File: config.mk
export PLATFORM = sky130hd
export DESIGN_NAME = cnt_initiator
export DESIGN_NICKNAME = d
export VERILOG_FILES = /design/src/rtl/cnt_initiator.sv
export SDC_FILE = /design/constraint.sdc
export NUM_CORES = 1
export LEC_CHECK = 0
export ABC_AREA = 1
export CAP_MARGIN = 25
export CORE_MARGIN = 1.5
export CORE_UTILIZATION = 56
export CTS_CLUSTER_SIZE = 28
export DETAILED_ROUTE_END_ITERATION = 10
export PLACE_DENSITY = 0.92
export SLEW_MARGIN = 20
export SYNTH_ARGS = -nofsm -noshare
export SYNTH_HDL_FRONTEND = slang
export SYNTH_SLANG_ARGS = --single-unit
File: constraint.sdc
create_clock -name clk -period 7.4 [get_ports clk]
set_input_delay 0.74 -clock clk [delete_from_list [all_inputs] [get_ports clk]]
set_output_delay 0.74 -clock clk [all_outputs]
set_load 0.01 [all_outputs]
File: src/rtl/cnt_initiator.sv
// cnt_initiator: active initiator for the 8-bit load/increment counter target.
// It accepts load / increment-burst requests and drives the target's
// cmd/data/addr pins every cycle. A reference count of the target is kept,
// and dout is checked two edges after each launch. One response is returned
// per transaction.
module cnt_initiator #(
  parameter int WIDTH = 8,
  parameter int LEN_W = 4,
  parameter int ERR_W = 16
) (
  input  logic             clk,
  input  logic             rst,
  input  logic             req_valid,
  output logic             req_ready,
  input  logic             req_cmd,
  input  logic [WIDTH-1:0] req_data,
  input  logic [WIDTH-1:0] req_addr,
  input  logic [LEN_W-1:0] req_len,
  output logic             cmd,
  output logic [WIDTH-1:0] data,
  output logic [WIDTH-1:0] addr,
  input  logic [WIDTH-1:0] dout,
  output logic             rsp_valid,
  output logic [WIDTH-1:0] rsp_data,
  output logic             rsp_err,
  output logic             mismatch,
  output logic [ERR_W-1:0] err_cnt
);

  typedef enum logic [1:0] {IDLE, LOAD, INC} state_t;

  // One launched command awaiting its check against dout.
  typedef struct packed {
    logic             valid;
    logic             last;
    logic [WIDTH-1:0] expected;
  } chk_t;

  state_t           state;
  logic [WIDTH-1:0] model;
  logic [LEN_W-1:0] burst;
  chk_t             launch_q;
  chk_t             apply_q;
  logic             chk_valid;
  logic             chk_last;
  logic             chk_bad;
  logic [WIDTH-1:0] chk_data;
  logic             txn_err;

  // Request FSM: launches one target command per edge and records it for checking.
  always_ff @(posedge clk or posedge rst) begin
    if (rst) begin
      state     <= IDLE;
      req_ready <= 1'b0;
      cmd       <= 1'b0;
      data      <= '0;
      addr      <= '0;
      model     <= '0;
      burst     <= '0;
      launch_q  <= '0;
    end else begin
      // NOTE: these non-blocking defaults describe the idle hold (reload the
      // current count). A later assignment in the case below overrides them,
      // because the last non-blocking assignment in the block takes effect.
      cmd       <= 1'b0;
      data      <= model;
      req_ready <= 1'b1;
      launch_q  <= '{valid: 1'b1, last: 1'b0, expected: model};

      unique case (state)
        IDLE: begin
          if (req_valid && req_ready) begin
            req_ready <= 1'b0;
            addr      <= req_addr;
            if (!req_cmd) begin
              state    <= LOAD;
              data     <= req_data;
              model    <= req_data;
              launch_q <= '{valid: 1'b1, last: 1'b1, expected: req_data};
            end else begin
              state    <= INC;
              cmd      <= 1'b1;
              burst    <= req_len;
              model    <= model + WIDTH'(1);
              launch_q <= '{valid: 1'b1, last: (req_len == '0),
                            expected: model + WIDTH'(1)};
            end
          end
        end
        LOAD: state <= IDLE;
        INC: begin
          if (burst == '0) begin
            state <= IDLE;
          end else begin
            req_ready <= 1'b0;
            cmd       <= 1'b1;
            burst     <= burst - LEN_W'(1);
            model     <= model + WIDTH'(1);
            launch_q  <= '{valid: 1'b1, last: (burst == LEN_W'(1)),
                          expected: model + WIDTH'(1)};
          end
        end
        default: state <= IDLE;
      endcase
    end
  end

  // Delay stage covering the edge at which the target applies the command.
  always_ff @(posedge clk or posedge rst) begin
    // NOTE: the check pipeline is reset so that commands in flight when reset
    // is asserted are discarded rather than compared after release.
    if (rst) apply_q <= '0;
    else     apply_q <= launch_q;
  end

  // Compare sampled dout with the expected count and keep the global error statistics.
  always_ff @(posedge clk or posedge rst) begin
    if (rst) begin
      chk_valid <= 1'b0;
      chk_last  <= 1'b0;
      chk_bad   <= 1'b0;
      chk_data  <= '0;
      mismatch  <= 1'b0;
      err_cnt   <= '0;
    end else begin
      chk_valid <= apply_q.valid;
      chk_last  <= apply_q.last;
      chk_data  <= dout;
      chk_bad   <= apply_q.valid && (dout != apply_q.expected);
      if (apply_q.valid && (dout != apply_q.expected)) begin
        mismatch <= 1'b1;
        if (err_cnt != '1) err_cnt <= err_cnt + ERR_W'(1);
      end
    end
  end

  // Accumulate per-transaction errors and emit the response after the last check.
  always_ff @(posedge clk or posedge rst) begin
    if (rst) begin
      rsp_valid <= 1'b0;
      rsp_data  <= '0;
      rsp_err   <= 1'b0;
      txn_err   <= 1'b0;
    end else begin
      rsp_valid <= chk_valid && chk_last;
      if (chk_valid) begin
        if (chk_last) begin
          rsp_data <= chk_data;
          rsp_err  <= txn_err | chk_bad;
          txn_err  <= 1'b0;
        end else begin
          txn_err  <= txn_err | chk_bad;
        end
      end
    end
  end

endmodule

## Yosys cells after proc, flatten, opt, wreduce, memory -nomap -nowiden

Index checks and enable logic that the tools add are counted.

- Output and inout port bits: 45
- Input port bits: 32
- Bits in latches: 0
- Register bits: 91
- Memory bits (read-only): 0
- Memory bits (writable): 0
- Logic and storage cells: 75
- Memories kept: 0

- Order comparisons: 0
- Bitwise operators: 1
- Mux-type cells: 27
- Add/sub/neg operators: 3
- Eq/ne operators: 8
- Shifts and indexed selects: 0
- Multipliers: 0
- Reductions and logical operators: 13
- Div/mod/pow operators: 0

Operators with widths:

| cell | number |
|---|---|
| 8-bit 2-to-1 mux | 6 |
| 9-bit 2-to-1 mux | 3 |
| 9-bit one-hot mux with 2 select lines | 1 |
| 16-bit by 1-bit adder with 16-bit output (second input constant) | 1 |
| 16-bit != test (second input constant) | 1 |
| 8-bit one-hot mux with 2 select lines | 1 |
| 4-bit 2-to-1 mux | 3 |
| 8-bit by 1-bit adder with 8-bit output (second input constant) | 1 |
| 4-bit zero test | 2 |
| 2-bit != test (second input constant) | 4 |
| 8-bit != test | 1 |
| 4-bit one-hot mux with 2 select lines | 1 |
| 2-bit AND reduction | 4 |
| 1-bit 2-to-1 mux | 6 |
| 2-bit 2-to-1 mux | 3 |
| 4-bit by 1-bit == test with 1-bit output (second input constant) | 1 |
| 1-bit one-hot mux with 2 select lines | 2 |
| 2-bit one-hot mux with 2 select lines | 1 |
| 4-bit AND reduction | 1 |
| 4-bit by 1-bit subtractor with 4-bit output (second input constant) | 1 |
| 1-bit logical AND | 3 |
| 3-bit AND reduction | 1 |
| 2-bit == test (second input constant) | 1 |
| 2-bit zero test | 1 |
| 2 further kinds | 2 |

## Depth between registers and ports, before layout

- Depth after elaboration: 4
- Mapped depth: 11
- Depth with buffers taken out: 10

## Worst setup path after synthesis

No wires, ideal clock.

- Kind: input to register
- Start point: in dout[2]
- End point: reg err_cnt[7]
- Path slack: 5.763 ns
- Buffers on the path: 1
- Required time: 7.282 ns
- Library setup time: 0.118 ns
- Arrival: 1.519 ns
- Cell stages on the path: 11
- Path through: inv_1 -> nand2_1 -> nand2_1 -> clkinv_1 -> nand2_1 -> nor2_1 -> nand2_2 -> nand3_4 -> buf_6 -> nand2_1 -> nand2_1

- Cells in the longest elaborated chain, start to end: 3

Ends and longest elaborated chain:

| item | line | RTL |
|---|---|---|
| start: declaration | 22 | `input logic [WIDTH-1:0] dout,` |
| 8-bit != test | 130 | `if (apply_q.valid && (dout != apply_q.expected)) begin` |
| 1-bit logical AND | 130 |  |
| 2-bit AND reduction (no source line) | n/a |  |
| end signal: assignment | 132 | `if (err_cnt != '1) err_cnt <= err_cnt + ERR_W'(1);` |
| end: declaration | 27 | `output logic [ERR_W-1:0] err_cnt` |

Every way passes these cells.
A chain may end at the register's enable or synchronous reset.

## Worst setup path after layout

- Start point: in req_valid
- End point: reg data[5]

- Cells in the longest elaborated chain, start to end: 3

Ends and longest elaborated chain:

| item | line | RTL |
|---|---|---|
| start: declaration | 13 | `input logic req_valid,` |
| 1-bit logical AND | 72 | `if (req_valid && req_ready) begin` |
| 8-bit 2-to-1 mux | 72 |  |
| 8-bit 2-to-1 mux | 70 | `unique case (state)` |
| end signal: assignment | 66 | `data <= model;` |
| end signal: assignment | 77 | `data <= req_data;` |
| end: declaration | 20 | `output logic [WIDTH-1:0] data,` |

Every way passes these cells.

==> metrics.md <==
| Metric | Value |
|---|---|
| Run status | `complete, no violations` |
| TritonCTS clock tree | `built` |
| Clk pin slew, worst setup/hold paths | `0.09 ns` |
| Final Max Tran Viols | `0` |
| Area of the core | `approximately 7000 um^2` |
| Area of the mapped netlist | `about 4100 um^2` |
| Clock Skew | `between 0.01 and 0.015 ns` |
| Layout cells sized above 1 | `0.0663` |
| Horizontal extent of the die | `just under 90 um` |
| Synth unique cells | `36` |
| Max capacitance violation total | `0` |
| Post-Syn Instances | `488` |
| Summed negative setup slack over all endpoints | `0 ns` |
| Top FF cell, synth | `sky130_fd_sc_hd__dfrtp_1` |
| Mean post-synth cell area | `8.47 um^2` |
| Unrepaired setup endpoints after global routing | `false` |
| Crit-path leading delay family | `simple AND/OR/NAND/NOR gates` |
| Nature of the critical path endpoint | `register` |
| Number of global-route vias before repair | `about 3,300` |
| WP data arrival | `2.95 ns` |
| Total GRT Usage | `0.247` |
| Layout filler cell count | `~530` |
| Remaining routing DRC violations | `0` |
| Final Hold Viols | `0` |
| CP max-delay cell | `sky130_fd_sc_hd__nor2_1` |
| Fraction of the core area covered by cells at the end of the flow | `0.725` |
| Initial standard-cell utilization of the core | `0.573` |
| Top-level I/O count | `a little under 80` |
| Deepest clock path buffer count | `2` |
| HP Class | `reg2reg` |
| Number of vias after detailed routing | `around 3,500` |
| Clk sinks | `91` |
| Post-CTS setup buffers | `0` |
| CTS Root Cell | `sky130_fd_sc_hd__clkbuf_8` |
| Routed WL per cell | `13.3 um` |
| Count of buffering cells on the critical path with inverters included | `2` |
| CP Class | `in2reg` |
| Detailed router's first-iteration violation count | `approximately 280` |
| Relative slew slack | `0.450` |
| Fraction of synthesis flops using an asynchronous set or reset pin | `1.00` |
| Sum of net half-perimeters after detailed placement | `~6300 um` |
| Transition time at the pin with the least slew margin | `approximately 0.8 ns` |
| Final setup violation count | `0` |
| Post-synth EDFFs | `0` |
| Number of buffer cells added on primary ports | `76` |
| Sequence of cells on the critical path | `clkdlybuf4s50_1, nand3_1, nor2_1, mux2i_1, inv_1` |
| Die height | `88.9 um` |
| Power density over the cells | `approximately 350 nW/um^2` |
| Number of buffers created by CTS | `9` |
| Overflow after GRT | `0` |
| Total placed instance area | `~5000 um^2` |
| Share of the yosys chip area belonging to registers | `0.551` |
| Number of standard-cell rows in the floorplan | `31` |
| Synthesized flop and latch total | `91` |
| Quantity of hold-fixing buffers added after cts | `0` |
| Startpoint class of the critical path | `primary input` |
| Die Area | `7910 um^2` |
| Ratio of routed vias to standard cells | `between 5 and 6` |
| Critical path peak fanout | `20` |
| Yosys synthesis warning count | `0` |
| Post-route design area | `around 5200 um^2` |
| Maximum number of pins on one net before global-route repair | `between 50 and 60` |
| Post-synth net total | `524` |
| Critical path required time | `between 7 and 8 ns` |
| Routability Congestion | `around 0.87` |
| Number of nets with antenna violations after detailed routing | `0` |
| Fmax | `0.372 GHz` |
| CTS resizes | `0` |
| Part of the cycle the worst path needs | `0.363` |
| Clock period minus worst slack | `between 2 and 3 ns` |
| Drt total wl | `around 9000 um` |
| CTS HTree Levels | `3` |
| Antenna diode instance count | `0` |
| Synthesis-to-layout area growth | `26.5%` |
| Leakage | `0.00257 uW` |
| Antenna violations before repair | `0` |
| Clock Latency Late Sink | `between 0.3 and 0.4 ns` |
| Wire length of the first global-routing pass | `between 10,000 and 15,000 um` |
| Peak supply drop | `roughly 280 uV` |
| First-pass DRT Iterations | `5` |
| Post-layout nets | `approximately 600` |
| Register-to-Register Setup Slack | `5.00 ns` |
| Biggest cell delay along the critical path | `0.84 ns` |
cells by family (layout without fill, tap and decap cells):
logic type | after synthesis | in the layout | share of synthesized area
AO/OA/AOI/OAI | 33 | 33 | 0.0487
other | 1 | 1 | 0.000907
multiplexers | 1 | 1 | 0.00242
buffers and inverters | 62 | 147 | 0.0596
XOR/XNOR | 15 | 15 | 0.0318
flip-flops | 91 | 91 | 0.551
adder cells (fa/ha/maj) | 4 | 4 | 0.0121
AND/OR/NAND/NOR | 281 | 281 | 0.294
through the flow:
step                worst slack, ns  hold WS, ns  power, uW  std cells
floorplan                      4.30        0.331       1170        488
global placement               4.46        0.331       1410        655
detailed placement             4.36        0.335       1460        656
CTS                            4.75        0.348       1840        672
global route                   4.51        0.364       1960        672
finish                         4.71        0.345       1830        672
worst reg2reg max path, delay by kind of cell, from the launching register on:
family	cells	cell delay, ns
buffers and inverters	1	0.05
flip-flops	1	0.41
AND/OR/NAND/NOR	3	1.56
multiplexers	1	0.26
Yosys cell counts, types with 2 or more instances:
cell                       count  share of area
sky130_fd_sc_hd__nand2_1     181           0.16
sky130_fd_sc_hd__dfrtp_1      91           0.55
sky130_fd_sc_hd__inv_1        43          0.039
sky130_fd_sc_hd__nor2_1       34          0.031
sky130_fd_sc_hd__nand3_1      31          0.038
sky130_fd_sc_hd__nand4_1      13          0.020
sky130_fd_sc_hd__o21ai_1      12          0.015
sky130_fd_sc_hd__xnor2_1       9          0.019
sky130_fd_sc_hd__o21ai_0       8         0.0097
sky130_fd_sc_hd__inv_2         6         0.0054
sky130_fd_sc_hd__xor2_1        6          0.013
sky130_fd_sc_hd__buf_2         5         0.0061
sky130_fd_sc_hd__o22ai_1       5         0.0076
sky130_fd_sc_hd__clkinv_1      4         0.0036
sky130_fd_sc_hd__ha_1          4          0.012
sky130_fd_sc_hd__or2_1         4         0.0061
sky130_fd_sc_hd__clkbuf_1      3         0.0027
sky130_fd_sc_hd__nand2_2       3         0.0045
sky130_fd_sc_hd__nand3b_1      3         0.0054
sky130_fd_sc_hd__o211ai_1      3         0.0054
sky130_fd_sc_hd__nand3_2       2         0.0048
sky130_fd_sc_hd__nor2_2        2         0.0030
sky130_fd_sc_hd__o221ai_1      2         0.0042
sky130_fd_sc_hd__or2_2         2         0.0030
metal layers:
layer,global-route usage,part of all wire,vias to the layer above
li1,-,-,1714
met1,0.319,0.43,1651
met2,0.411,0.49,149
met3,0.0397,0.055,22
met4,0.112,0.022,0
met5,0,0,-
cell type report:
cell class              count  area, um^2  area share
flip-flops and latches     91        2280       0.436
inverters                  53         200      0.0383
multi-input cells         335        1610       0.308
clock buffers               9         124      0.0237
well taps                  99         124      0.0237
repair buffers             78         796       0.152
clock inverters             7        97.6      0.0187
registers in the layout, summed over array words and instances (netlist names), 2 cells and up:
register  flops
burst         4
launch_q     10
addr          8
model         8
state         2
apply_q      10
chk_data      8
data          8
err_cnt      16
rsp_data      8
worst paths after layout:
kind,from,endpoint,depth (start not counted)
max,req_valid,data[5]$_DFF_PP0_,5
min,launch_q[7]$_DFF_PP0_,apply_q[7]$_DFF_PP0_,0
max reg2reg,state[1]$_DFFE_PP0P_,data[5]$_DFF_PP0_,5
min reg2reg,launch_q[7]$_DFF_PP0_,apply_q[7]$_DFF_PP0_,0
max in group asynchronous,rst,chk_data[2]$_DFF_PP0_,4
min in group asynchronous,rst,addr[0]$_DFFE_PP0P_,3
where the power goes:
part | total [uW] | internal, uW | switching (uW)
clock network | 380 | 192 | 188
logic | 669 | 308 | 361
registers | 784 | 668 | 116
placed cells by master (no fill, tap or decap), types with 2 or more instances in the layout:
cell,count
sky130_fd_sc_hd__xor2_1,6
sky130_fd_sc_hd__nand4_1,13
sky130_fd_sc_hd__ha_1,4
sky130_fd_sc_hd__xnor2_1,9
sky130_fd_sc_hd__dfrtp_1,91
sky130_fd_sc_hd__clkdlybuf4s50_1,76
sky130_fd_sc_hd__o21ai_0,8
sky130_fd_sc_hd__nand2_1,181
sky130_fd_sc_hd__nand3_2,2
sky130_fd_sc_hd__nand3b_1,3
sky130_fd_sc_hd__clkinv_2,2
sky130_fd_sc_hd__o221ai_1,2
sky130_fd_sc_hd__bufinv_16,2
sky130_fd_sc_hd__inv_2,6
sky130_fd_sc_hd__or2_1,4
sky130_fd_sc_hd__o22ai_1,5
sky130_fd_sc_hd__clkbuf_8,9
sky130_fd_sc_hd__nand3_1,31
sky130_fd_sc_hd__or2_2,2
sky130_fd_sc_hd__nand2_2,3
sky130_fd_sc_hd__clkinvlp_4,2
sky130_fd_sc_hd__clkinv_1,4
sky130_fd_sc_hd__o21ai_1,12
sky130_fd_sc_hd__inv_1,42
sky130_fd_sc_hd__nor2_2,2
sky130_fd_sc_hd__inv_6,2
sky130_fd_sc_hd__nor2_1,34
sky130_fd_sc_hd__o211ai_1,3
Note: power is estimated with default switching activity, not from simulation.
